<file path="src/rtl/buffer_col_writer.sv">
`default_nettype none
// +--------------------------------------------------------------------------+
// | Module   : buffer_col_writer                                             |
// | Purpose  : Column-wise block buffer: fills NCOLS columns, then holds      |
// |            them frozen for a reader until released with rd_done.         |
// | Revision : 1.0 - initial release                                          |
// +--------------------------------------------------------------------------+
module buffer_col_writer #(
    parameter int SAMPLE_W = 8,
    parameter int ROWS     = 8,
    parameter int NCOLS    = 14
) (
    input  logic                       clk,
    input  logic                       rst_n,
    input  logic                       start,
    input  logic                       in_valid,
    input  logic [ROWS*SAMPLE_W-1:0]   in_data,
    output logic                       in_ready,
    input  logic [3:0]                 rd_col,
    output logic [ROWS*SAMPLE_W-1:0]   rd_data,
    input  logic                       rd_done,
    output logic [3:0]                 wr_col,
    output logic                       buf_full,
    output logic                       busy
);

    localparam int         c_data_w = ROWS * SAMPLE_W;
    localparam logic [3:0] c_last   = 4'(NCOLS - 1);

    typedef enum logic [1:0] {
        IDLE = 2'd0,
        FILL = 2'd1,
        FULL = 2'd2
    } state_t;

    state_t              r_state;
    logic [3:0]          r_wr_col;
    logic                r_in_ready;
    logic                r_buf_full;
    logic                r_busy;
    logic [c_data_w-1:0] r_mem [NCOLS];

    logic                w_accept;
    logic                w_last;
    logic [c_data_w-1:0] w_rd_data;

    assign w_accept = (r_state == FILL) && in_valid;
    assign w_last   = (r_wr_col == c_last);

    // Control FSM; status outputs are registered alongside the state
    always_ff @(posedge clk or negedge rst_n) begin
        if (!rst_n) begin
            r_state    <= IDLE;
            r_wr_col   <= 4'd0;
            r_in_ready <= 1'b0;
            r_buf_full <= 1'b0;
            r_busy     <= 1'b0;
        end else begin
            case (r_state)
                IDLE: begin
                    if (start) begin
                        r_state    <= FILL;
                        r_wr_col   <= 4'd0;
                        r_in_ready <= 1'b1;
                        r_busy     <= 1'b1;
                    end
                end
                FILL: begin
                    if (w_accept) begin
                        if (w_last) begin
                            r_state    <= FULL;
                            r_wr_col   <= 4'd0;
                            r_in_ready <= 1'b0;
                            r_buf_full <= 1'b1;
                        end else begin
                            r_wr_col <= r_wr_col + 4'd1;
                        end
                    end
                end
                FULL: begin
                    // Release with a simultaneous start skips IDLE entirely
                    if (rd_done) begin
                        r_buf_full <= 1'b0;
                        r_wr_col   <= 4'd0;
                        if (start) begin
                            r_state    <= FILL;
                            r_in_ready <= 1'b1;
                            r_busy     <= 1'b1;
                        end else begin
                            r_state    <= IDLE;
                            r_in_ready <= 1'b0;
                            r_busy     <= 1'b0;
                        end
                    end
                end
                default: begin
                    r_state    <= IDLE;
                    r_wr_col   <= 4'd0;
                    r_in_ready <= 1'b0;
                    r_buf_full <= 1'b0;
                    r_busy     <= 1'b0;
                end
            endcase
        end
    end

    // One register bank per column, written only when it is the target
    genvar c;
    generate
        for (c = 0; c < NCOLS; c++) begin : g_col
            always_ff @(posedge clk or negedge rst_n) begin
                if (!rst_n) begin
                    r_mem[c] <= '0;
                end else if (w_accept && (r_wr_col == 4'(c))) begin
                    r_mem[c] <= in_data;
                end
            end
        end
    endgenerate

    // Zero-latency read; indices past the last column read as zero
    always_comb begin
        w_rd_data = '0;
        for (int i = 0; i < NCOLS; i++) begin
            if (rd_col == 4'(i)) begin
                w_rd_data = r_mem[i];
            end
        end
    end

    assign rd_data  = w_rd_data;
    assign in_ready = r_in_ready;
    assign buf_full = r_buf_full;
    assign busy     = r_busy;
    assign wr_col   = r_wr_col;

endmodule
`default_nettype wire

</file>
<file path="config.mk">
export PLATFORM = sky130hd
export DESIGN_NAME = buffer_col_writer
export DESIGN_NICKNAME = d
export VERILOG_FILES = /design/src/rtl/buffer_col_writer.sv
export SDC_FILE = /design/constraint.sdc
export NUM_CORES = 1
export LEC_CHECK = 0
export CAP_MARGIN = 10
export CORE_UTILIZATION = 55
export CTS_BUF_LIST = sky130_fd_sc_hd__clkbuf_4 sky130_fd_sc_hd__clkbuf_8
export CTS_CLUSTER_DIAMETER = 50
export DETAILED_ROUTE_END_ITERATION = 8
export GPL_TIMING_DRIVEN = 0
export MAX_ROUTING_LAYER = met4
export PLACE_DENSITY = 0.79
export SETUP_SLACK_MARGIN = 0.3
export SLEW_MARGIN = 20
export SYNTH_ARGS = -nofsm -noshare
export SYNTH_HDL_FRONTEND = slang
export SYNTH_SLANG_ARGS = --single-unit
export TNS_END_PERCENT = 10
</file>
<file path="constraint.sdc">
create_clock -name clk -period 2.41 [get_ports clk]
set_input_delay 0.241 -clock clk [delete_from_list [all_inputs] [get_ports clk]]
set_output_delay 0.241 -clock clk [all_outputs]
set_load 0.1 [all_outputs]
</file>
## Yosys cells after proc, flatten, opt, wreduce, memory -nomap -nowiden

Index checks and enable logic that the tools add are counted.

| word-level totals | value |
|---|---|
| flip-flop bits (word level) | 905 |
| bits in latches | 0 |
| bits in writable memories | 0 |
| bits in read-only memories | 0 |
| bits of input ports | 73 |
| output and inout port bits | 71 |
| logic and storage cells | 112 |
| memories | 0 |

| cells by class | value |
|---|---|
| add/sub/neg operators | 1 |
| $mul | 0 |
| divide/modulo/power cells | 0 |
| magnitude comparators | 0 |
| eq/ne operators | 32 |
| shifts and indexed selects | 0 |
| mux-type cells | 36 |
| bitwise logic cells | 2 |
| reductions and logical operators | 22 |

Operators with widths:

| operator | number |
|---|---|
| $mux W64 | 14 |
| $eq A4 B4 Y1 const B | 12 |
| $eq A4 B3 Y1 const B | 8 |
| $eq A4 B2 Y1 const B | 4 |
| $mux W4 | 4 |
| $logic_and A1 B1 Y1 | 15 |
| $pmux W4 S3 | 1 |
| $mux W1 | 9 |
| $pmux W1 S3 | 3 |
| $eq A4 B1 Y1 const B | 2 |
| $logic_not A4 Y1 | 2 |
| $mux W2 | 4 |
| $ne A2 B2 Y1 const B | 4 |
| $reduce_and A4 Y1 | 2 |
| $pmux W2 S3 | 1 |
| $reduce_and A3 Y1 | 2 |
| $add A4 B1 Y4 const B | 1 |
| $eq A2 B1 Y1 const B | 1 |
| $eq A2 B2 Y1 const B | 1 |
| $logic_not A2 Y1 | 1 |
| $not A1 Y1 | 2 |

## Longest topological paths before layout

| logic depth | value |
|---|---|
| depth in word-level cells | 15 |
| mapped depth | 9 |
| gate-level depth less buffers | 5 |

## Least setup slack after synthesis

Ideal clock, no wire load.

| timing path | value |
|---|---|
| path kind | input to output |
| start point | input rd_col[1] |
| end point | output rd_data[62] |
| arrival time | 3,676 ps |
| data required time | 2,169 ps |
| path slack | -1,507 ps |
| stages | 8 |
| path buffers | 4 |
| path through | buf_2 > buf_2 > clkbuf_1 > buf_1 > o21ai_0 > nand3_1 > o311ai_0 > o21ai_0 |

| between the ends | value |
|---|---|
| cells in the longest elaborated chain, start to end | 15 |
| elaborated cells between the ends (all ways) | 28 |
| classes of those cells | eq/ne (13); mux (14); reduce/logical (1) |

Ends and longest elaborated chain:

| what | RTL line | text |
|---|---|---|
| start: declaration | 19 | `input logic [3:0] rd_col,` |
| $logic_not A4 Y1 | 125 | `if (rd_col == 4'(i)) begin` |
| $mux W64 (13 in series) | 125 |  |
| $mux W64 * | 125 |  |
| end: declaration | 20 | `output logic [ROWS*SAMPLE_W-1:0] rd_data,` |

Mark *: on every way between the ends. The rest lies on a longest branch, timed or not.

## Final worst setup path

| timing path | value |
|---|---|
| start point | register r_mem[754] in the netlist's numbering |
| end point | output rd_data[50] |

| between the ends | value |
|---|---|
| cells in the longest elaborated chain, start to end | 12 |

Ends and longest elaborated chain:

| what | RTL line | text |
|---|---|---|
| start: declaration | 41 | `logic [c_data_w-1:0] r_mem [NCOLS];` |
| start signal: indexed assignment | 115 | `r_mem[c] <= in_data;` |
| $mux W64 (12 in series) | 125 |  |

Every way passes these cells.

==> results.toml <==
[timing]
rsz0062_at_grt = "yes"
drv_slew = 0
max_freq_mhz = 357
relSlewSlack_pct = 35.5
skew_ps = 41.5
fin_tns_setup_ps = -76870
whs_ps = -780
period_share_pct = 116
hold_viol_final = 153
fin_crit_ps = 2800
tightestPinTransition_ps = 967
setup_viol = 507
setup_slack_ps = -393

[floorplanning]
die_h_um = 278
die_w_um = 278
start_util_pct = 55.9
dieArea_um2 = 77200
core_region_area_um2 = 74800
io_pins = 144
std_cell_rows = 100

[run]
cap_violations = 0

[drt]
drc = 0
drt-total-wl_um = 138000
drt_pass1_iterations = 6
routed-via-count = 30870
vias_per_cell = 6.64
avgRoutedWirePerCell_um = 29.8
drtAntennaViolNets = 0
drt_iter0_drc = 3226

[synthesis]
synth_area_um2 = 41800
ys_ff_latch = 905
yosysSeqAreaShare_pct = 54.1
ys.flop_type = "dfrtp_1"
ys_warn_count = 0
ys_types = 54
syn_nets = 3279
synth_edf_count = 0
avgSynthCellArea_um2 = 13.0
synth_async_sr_flop_share_pct = 100
synth_cells = 3206

[setup_path]
cp-end-kind = "primary output"
rr_worst_depth = 7
criticalPathCategory = "register to primary output"
critPathLaunchType = "register"
timing.rr.end = "r_mem[88]"
critPathTopFamily = "compound AO/OA/AOI/OAI gates"
crit_chain = "mux2i_1 > nor2_2 > a2111oi_4 > o21ai_2 > a221o_2 > buf_12"
critical_path_arrival_ps = 2560
reg2reg_setup_slack_ps = -330
slowest_delay_ps = 420
slowest_stage = "a221o_2"
path_max_fanout = 2
cp.required_ps = 2170
critPathBufInv = 1
r2r_start = "r_state[1]"

[place]
placed_cell_area_um2 = 45600
portBuffers = 141
place.gp.congestion = 0.989
dp_hpwl_um = 86400

[global_route]
track_usage_pct = 37.1
grt-ovfl-total = 0
grt_pass1_vias = 31406
grt_max_degree = 145
grt_pass1_wl_um = 204000
antenna_found_initial = 6

[clock_network]
cts_max_level = 4
cts_buffers = 152
clock_latency_ps = 830
cts.sinks = 905
clk_path_buf_depth = 3
cts_tree = "built"
ctsHoldBuffers = 1
cts_root_buf = "clkbuf_8"
path_clk_slew_ps = 70

[power]
netSwitchingFraction_pct = 33.0
p_per_area_nw_per_um2 = 1170
p_seq_share_pct = 42.2
pwr-share-clk_pct = 24.5
power_leakage_uw = 0.0231
peakVddDrop_v = 0.000865
report.power.total_uw = 61100
power_frac_comb_pct = 33.3
p_int_uw = 41000
p_switching_uw = 20100

[finish]
nNetsFinal = 3623
syn_to_final_growth_pct = 24.6
fin_area_um2 = 52100
drive_gt1_share_pct = 51.4

[hold_path]
hp-class = "primary input to asynchronous set/reset pin"

[run_status]
violations = "negative hold slack, negative setup slack"
status = "finished, violations left"
==> cells in the final DEF, fill, tap and decap left out, types with 9 or more instances in the layout <==
| cell | synthesis | layout |
|---|---|---|
| a21o_1 | 39 | 39 |
| o221ai_2 | 0 | 9 |
| clkbuf_1 | 206 | 75 |
| a22oi_1 | 36 | 19 |
| a31oi_2 | 0 | 12 |
| o22ai_2 | 0 | 75 |
| o21a_1 | 39 | 39 |
| o21ai_2 | 0 | 11 |
| mux2_2 | 944 | 906 |
| a222oi_1 | 10 | 10 |
| buf_2 | 73 | 17 |
| nor2_1 | 44 | 32 |
| buf_12 | 0 | 77 |
| mux2_1 | 30 | 24 |
| clkbuf_8 | 0 | 225 |
| clkbuf_4 | 0 | 83 |
| a32o_1 | 16 | 16 |
| a21oi_2 | 0 | 42 |
| a22oi_2 | 0 | 17 |
| a32oi_1 | 35 | 34 |
| o221ai_1 | 21 | 12 |
| buf_16 | 0 | 10 |
| buf_6 | 24 | 58 |
| buf_4 | 0 | 55 |
| o21ai_1 | 0 | 27 |
| a21oi_1 | 126 | 84 |
| o21ai_0 | 153 | 108 |
| dfrtp_1 | 905 | 900 |
| mux4_2 | 9 | 9 |
| nand2_1 | 106 | 102 |
| clkbuf_2 | 0 | 60 |
| mux2_4 | 0 | 44 |
| a221o_2 | 0 | 36 |
| clkinv_2 | 0 | 17 |
| nor2_4 | 0 | 10 |
| mux2i_1 | 100 | 95 |
| a31oi_4 | 0 | 16 |
| o22ai_1 | 104 | 28 |
| clkdlybuf4s50_1 | 0 | 67 |
==> power by group through the flow <==
stage	clock (µW)	sequential [µW]	combinational, µW
detailed placement	0	25500	17800
global placement	0	25400	17200
CTS	15000	25400	19900
floorplan	0	24800	13700
finish	15000	25800	20400
global route	15700	26400	21300
==> cells in the mapped netlist (8+ instances only) <==
| cell | count | share of area [%] |
|---|---|---|
| a21o_1 | 39 | 0.70 |
| a21oi_1 | 126 | 1.5 |
| a221o_1 | 36 | 0.86 |
| a222oi_1 | 10 | 0.24 |
| a22o_1 | 8 | 0.17 |
| a22oi_1 | 36 | 0.65 |
| a2bb2oi_1 | 15 | 0.31 |
| a31oi_1 | 33 | 0.49 |
| a32o_1 | 16 | 0.38 |
| a32oi_1 | 35 | 0.73 |
| buf_1 | 12 | 0.11 |
| buf_2 | 73 | 0.87 |
| buf_6 | 24 | 0.65 |
| clkbuf_1 | 206 | 1.8 |
| dfrtp_1 | 905 | 54 |
| mux2_1 | 30 | 0.81 |
| mux2_2 | 944 | 25 |
| mux2i_1 | 100 | 2.4 |
| mux4_2 | 9 | 0.48 |
| nand2_1 | 106 | 0.95 |
| nand2b_1 | 9 | 0.13 |
| nor2_1 | 44 | 0.39 |
| nor2b_1 | 10 | 0.15 |
| o21a_1 | 39 | 0.70 |
| o21ai_0 | 153 | 1.8 |
| o221ai_1 | 21 | 0.44 |
| o22ai_1 | 104 | 1.6 |
==> per-layer routing <==
metal / global-route usage (%) / vias to the layer above / part of all wire, %
met4: 19.8 / 0 / 5.7
met2: 54.6 / 1837 / 45
met3: 9.22 / 527 / 9.5
met5: - / - / 0
li1: - / 12590 / -
met1: 47.3 / 15916 / 39
==> sequential cells by signal, indices dropped and copies added (netlist names) <==
register  cells
r_state       2
r_mem       896
busy          1
buf_full      1
in_ready      1
wr_col        4
==> per-stage QoR <==
step                instances  util, %  hold WS (ps)  setup WS [ps]
detailed placement       4324     60.9          60.1          -2680
global route             4645     69.7          -786           -441
CTS                      4639     69.2          37.4           -428
global placement         4316     60.6           467         -46140
floorplan                3206        -         -54.6            100
finish                   4646     69.7          -780           -393
==> worst register-to-register path: cells and delay by family, from the launching register on <==
kind | cells | cell delay, ps
simple gates | 4 | 1340
buf+inv | 2 | 460
mux | 1 | 380
flops | 1 | 430
==> timing repair <==
item / in CTS / in global routing
setup endpoints to repair: 964 / 1590
gates resized for setup: 1081 / 155
cloned: 4 / 0
pin swaps: 200 / 50
buffers inserted: 36 / 1
hold endpoints to repair: 153 / 153
==> kinds of logic after synthesis <==
logic type / after synthesis / synth area share (%)
AO/OA/AOI/OAI: 701 / 11.2
AND/OR/NAND/NOR: 195 / 2.07
flip-flops: 905 / 54.1
buffers and inverters: 322 / 3.54
multiplexers: 1083 / 29.1
==> area by class of cell <==
cell class,instances,area [µm²]
Antenna cell,7,17.5
Buffer,315,2650
Clock buffer,243,3040
Clock inverter,31,295
Fill cell,4955,22700
Inverter,7,31.3
Multi-Input combinational cell,1979,19600
Sequential cell,905,22700
Tap cell,969,1210
Timing Repair Buffer,190,2670
==> worst max-delay path by stage <==
stage	from	end	slack, ps	cells past startpoint
finish	r_mem[754]	rd_data[50]	-390	6
global route	r_mem[882]	rd_data[50]	-440	6
CTS	r_mem[882]	rd_data[50]	-430	6
detailed placement	rd_col[0]	rd_data[34]	-2680	9
global placement	rst_n	wr_col[3]	-46140	1
floorplan	wr_col[0]	r_mem[856]	100	6
No activity file was read; power rests on OpenSTA's default activity.
